--- config.mk ---
export PLATFORM = sky130hd
export DESIGN_NAME = key_filter_core
export DESIGN_NICKNAME = d
export VERILOG_FILES = /design/src/rtl/key_filter_core.sv
export SDC_FILE = /design/constraint.sdc
export NUM_CORES = 1
export LEC_CHECK = 0
export ABC_AREA = 1
export CORE_MARGIN = 1
export CORE_UTILIZATION = 40
export CTS_CLUSTER_DIAMETER = 40
export DETAILED_ROUTE_END_ITERATION = 16
export GPL_TIMING_DRIVEN = 0
export PLACE_DENSITY_LB_ADDON = 0.08
export SYNTH_ARGS = -nofsm -noshare
export SYNTH_HDL_FRONTEND = slang
export SYNTH_SLANG_ARGS = --single-unit
--- constraint.sdc ---
create_clock -name clk -period 1.45 [get_ports clk]
set_clock_uncertainty 0.2 [all_clocks]
set_input_delay 0.29 -clock clk [delete_from_list [all_inputs] [get_ports clk]]
set_output_delay 0.29 -clock clk [all_outputs]
set_load 0.02 [all_outputs]
--- src/rtl/key_filter_core.sv ---
// Debounce filter for one active-low key: 2-FF synchroniser, stable-time FSM, registered level and strobes.
// Optional macro KEY_FILTER_EDGE_EN enables the key_press/key_release strobes; otherwise both are tied to 0.
module key_filter_core #(
    parameter int t = 1_000_000
) (
    input  logic clk,
    input  logic rst_n,
    input  logic key_in,
    output logic key_out,
    output logic key_press,
    output logic key_release
);

    localparam int CNT_W = $clog2(t + 1);
    // The transition fires on the t-th consecutive stable sample, when cnt holds t-2.
    localparam logic [CNT_W-1:0] CNT_LAST = CNT_W'(t - 2);

    typedef enum logic [1:0] {
        IDLE   = 2'd0,
        F_DOWN = 2'd1,
        DOWN   = 2'd2,
        F_UP   = 2'd3
    } state_t;

    logic             s1_r;
    logic             s2_r;
    state_t           state_r;
    logic [CNT_W-1:0] cnt_r;

    // Two-stage synchroniser for the asynchronous key pin
    always_ff @(posedge clk) begin
        if (rst_n) begin
            s1_r <= 1'b1;
            s2_r <= 1'b1;
        end else begin
            s1_r <= key_in;
            s2_r <= s1_r;
        end
    end

    // Debounce FSM with stable-time counter and registered level output
    always_ff @(posedge clk) begin
        if (rst_n) begin
            state_r <= IDLE;
            cnt_r   <= {CNT_W{1'b0}};
            key_out <= 1'b1;
        end else begin
            case (state_r)
                IDLE: begin
                    key_out <= 1'b1;
                    cnt_r   <= {CNT_W{1'b0}};
                    if (!s2_r) begin
                        state_r <= F_DOWN;
                    end else begin
                        state_r <= IDLE;
                    end
                end
                F_DOWN: begin
                    if (s2_r) begin
                        state_r <= IDLE;
                        cnt_r   <= {CNT_W{1'b0}};
                    end else if (cnt_r == CNT_LAST) begin
                        state_r <= DOWN;
                        cnt_r   <= {CNT_W{1'b0}};
                        key_out <= 1'b0;
                    end else begin
                        cnt_r   <= cnt_r + CNT_W'(1);
                    end
                end
                DOWN: begin
                    key_out <= 1'b0;
                    cnt_r   <= {CNT_W{1'b0}};
                    if (s2_r) begin
                        state_r <= F_UP;
                    end else begin
                        state_r <= DOWN;
                    end
                end
                F_UP: begin
                    if (!s2_r) begin
                        state_r <= DOWN;
                        cnt_r   <= {CNT_W{1'b0}};
                    end else if (cnt_r == CNT_LAST) begin
                        state_r <= IDLE;
                        cnt_r   <= {CNT_W{1'b0}};
                        key_out <= 1'b1;
                    end else begin
                        cnt_r   <= cnt_r + CNT_W'(1);
                    end
                end
                default: begin
                    state_r <= IDLE;
                    cnt_r   <= {CNT_W{1'b0}};
                    key_out <= 1'b1;
                end
            endcase
        end
    end

`ifdef KEY_FILTER_EDGE_EN
    logic press_r;
    logic release_r;

    // Strobes are registered alongside the key_out transition they mark
    always_ff @(posedge clk) begin
        if (rst_n) begin
            press_r   <= 1'b0;
            release_r <= 1'b0;
        end else begin
            press_r   <= (state_r == F_DOWN) && !s2_r && (cnt_r == CNT_LAST);
            release_r <= (state_r == F_UP)   &&  s2_r && (cnt_r == CNT_LAST);
        end
    end

    assign key_press   = press_r;
    assign key_release = release_r;
`else
    assign key_press   = 1'b0;
    assign key_release = 1'b0;
`endif

endmodule

==> results.py <==
metrics = {
    "detailed_routing": {
        "wirelength_um": 3540,
        "dr.pass1.iters": 6,
        "topRoutingLayerUsed": "met4",
        "detail_route.wl_per_cell_um": 13.2,
        "dr_wl_met3_um": 131,
        "drt_iter0_drc": 60,
        "drt-vias-per-instance": 4.96,
        "num_vias": 1328,
        "drc": 0,
        "wl_met2_um": 1740,
        "drt-met1-wl_um": 1610,
        "ant_nets": 0,
    },
    "clock_network": {
        "cts.sinks": 25,
        "clock_path_buffers": 2,
        "hold_buffers": 0,
        "cts_tree": "done",
        "htreeDepth": 1,
        "clk_latency_ns": 0.34,
        "clk_pin_slew_worst_paths_ns": 0.15,
        "clock-root-buffer": "clkbuf_4",
        "numCtsBuffers": 3,
    },
    "die": {
        "rows": 20,
        "ios": 6,
        "start_util_pct": 43.5,
        "die_w_um": 60.8,
        "dieArea_sq_um": 3700,
        "coreArea_sq_um": 3180,
        "fp.dieH_um": 60.8,
    },
    "global_route": {
        "antenna_found_initial": 0,
        "first_global_vias": 1180,
        "grt_usage_pct": 19.6,
        "grt_pass1_wl_um": 5180,
        "grt_max_degree": 17,
        "grt_overflow": 0,
    },
    "cells_and_area": {
        "syn2layout_area_growth_pct": 38.2,
        "fin_util_pct": 60.2,
        "drive_above_1_share_pct": 43.3,
        "final_cells": 268,
        "fill_cells": 307,
        "nets": 234,
        "fin_area_sq_um": 1910,
        "n_antenna_cell": 0,
    },
    "yosys": {
        "synth_top_area_share_pct": 36.2,
        "yosysUniqueCellTypes": 22,
        "synth_seq_cells": 25,
        "synth.most_common_cell": "nor2_1",
        "seq_area_frac_synth_pct": 36.2,
        "synth-edff-count": 0,
        "synth_top_flop_cell": "dfxtp_1",
        "synthArstFlopShare_pct": 0,
        "yosysWarnings": 0,
        "synthTopCellsByArea": "dfxtp_1, nor2_1, nand2_1",
        "synth_top_area_cell": "dfxtp_1",
        "avgSynthCellArea_sq_um": 6.95,
        "netlist_instances": 199,
        "netlist_area_sq_um": 1380,
        "synth_common_cells": "nor2_1, nand2_1, dfxtp_1",
    },
    "timing": {
        "rsz0062_at_grt": "yes",
        "setup_violations": 22,
        "finalCritPeriodShare_pct": 105,
        "final-hold-violation-count": 0,
        "fin_ws_ns": -0.0702,
        "setup_tns_ns": -1.07,
        "drv_slew": 0,
        "min_period_ns": 1.52,
        "fmax_ghz": 0.658,
    },
    "placement": {
        "placed_area_sq_um": 1490,
        "preCtsSetupSlack_ns": -0.218,
        "gp_congestion": 0.854,
        "placed_cells": 247,
        "place_hpwl_um": 2220,
        "port-buffer-count": 3,
    },
    "run": {
        "max_cap_violations": 0,
    },
    "outcome": {
        "violations": "setup timing",
        "status": "finished, violations left",
    },
    "worst_setup_path": {
        "r2r_slack_ns": -0.07,
        "worstPathArrival_ns": 1.57,
        "setup.worst_path.start_class": "flop",
        "critPathBufInv": 1,
        "slowest_stage": "dfxtp_4",
        "crit_chain": "ha_4, inv_4, nor2_4, nand2_4, nor2_4, nand3_2, xor2_1, nor2_2",
        "crit_fanout": 3,
        "cp.required_ns": 1.50,
        "crit_family": "simple AND/OR/NAND/NOR gates",
        "reg2reg_from": "cnt_r[1]$_SDFF_PP0_",
        "r2r_end": "cnt_r[18]$_SDFF_PP0_",
        "critPathCaptureType": "flop",
        "crit_type": "flop to flop",
        "crit_top_cell": "nor2_4",
        "r2r_cells": 8,
        "max_stage_delay_ns": 0.41,
    },
    "min_path": {
        "min_from": "s1_r$_SDFF_PP1_",
        "whs_path_depth": 1,
        "hold_class": "flop to flop",
        "hold_end": "s2_r$_SDFF_PP1_",
    },
    "power": {
        "p_leak_nw": 0.667,
        "vdd_ir_drop_max_v": 0.000485,
        "powerDensity_nw_per_um2": 570,
    },
}
==> layout by cell type (no fill, tap or decap), drive strengths merged, types with 5 or more instances in the layout <==
| master | count |
|---|---|
| buf | 22 |
| dfxtp | 25 |
| ha | 6 |
| inv | 23 |
| nand2 | 39 |
| nand3 | 17 |
| nand4 | 5 |
| nor2 | 52 |
| nor3 | 7 |
| xor2 | 10 |
==> what timing repair did <==
action,CTS,global route
cloned,2,0
pin swaps,7,14
gates resized for setup,35,56
setup buffers,6,9
setup endpoints to repair,24,24
==> cell type report <==
| class | count | area (sq um) | share of cell area [%] |
|---|---|---|---|
| buffer | 4 | 37.5 | 1.96 |
| clock buffer | 3 | 22.5 | 1.18 |
| clock inverter | 1 | 8.76 | 0.458 |
| inverter | 22 | 87.6 | 4.58 |
| multi-input combinational | 149 | 992 | 51.9 |
| sequential | 25 | 541 | 28.3 |
| tap | 44 | 55.1 | 2.88 |
| timing repair buffer | 20 | 168 | 8.77 |
==> routing by layer <==
layer | vias to the layer above | GRT usage, %
li1 | 670 | -
met1 | 614 | 24.9
met2 | 33 | 32.8
met3 | 11 | 5.54
met4 | 0 | 4.87
met5 | - | 0
==> how the worst max path moves through the flow <==
stage                                    from                    to  slack, ns  cells after the start
after global placement    cnt_r[0]$_SDFF_PP0_   cnt_r[8]$_SDFF_PP0_      -0.14                      8
after global routing      cnt_r[0]$_SDFF_PP0_  cnt_r[18]$_SDFF_PP0_      -0.14                      8
after floorplan           cnt_r[0]$_SDFF_PP0_   cnt_r[8]$_SDFF_PP0_       0.02                      8
after detailed placement  cnt_r[0]$_SDFF_PP0_   cnt_r[8]$_SDFF_PP0_      -0.22                      8
final                     cnt_r[1]$_SDFF_PP0_  cnt_r[18]$_SDFF_PP0_      -0.07                      8
after CTS                 cnt_r[0]$_SDFF_PP0_  cnt_r[18]$_SDFF_PP0_      -0.12                      8
==> through the flow <==
step | hold WS [ns] | power, mW
final | 0.233 | 1.09
after floorplan | 0.189 | 0.750
after global placement | 0.192 | 0.764
after CTS | 0.236 | 1.11
after global routing | 0.246 | 1.14
after detailed placement | 0.199 | 0.766
==> power by group <==
part / internal, mW / total [mW] / switching, mW
combinational: 0.0249 / 0.0540 / 0.0291
sequential: 0.682 / 0.688 / 0.00629
clock: 0.113 / 0.347 / 0.234
total: 0.820 / 1.09 / 0.270
==> registers in the layout, indices dropped and copies added, names as in the netlist, named ones only <==
| register | cells |
|---|---|
| key_out | 1 |
| cnt_r | 20 |
| s2_r | 1 |
| state_r | 1 |
| s1_r | 1 |
==> kinds of logic (layout without fill, tap and decap cells) <==
| kind of cell | after synthesis | in the layout | share of synthesized area [%] |
|---|---|---|---|
| XOR/XNOR | 12 | 12 | 7.59 |
| buffers and inverters | 26 | 50 | 8.41 |
| AND/OR/NAND/NOR | 122 | 122 | 39.3 |
| other | 1 | 2 | 0.271 |
| flip-flops | 25 | 25 | 36.2 |
| AO/OA/AOI/OAI | 7 | 7 | 2.80 |
| adder cells (fa/ha/maj) | 6 | 6 | 5.42 |
(Power assumes the default switching activity.)
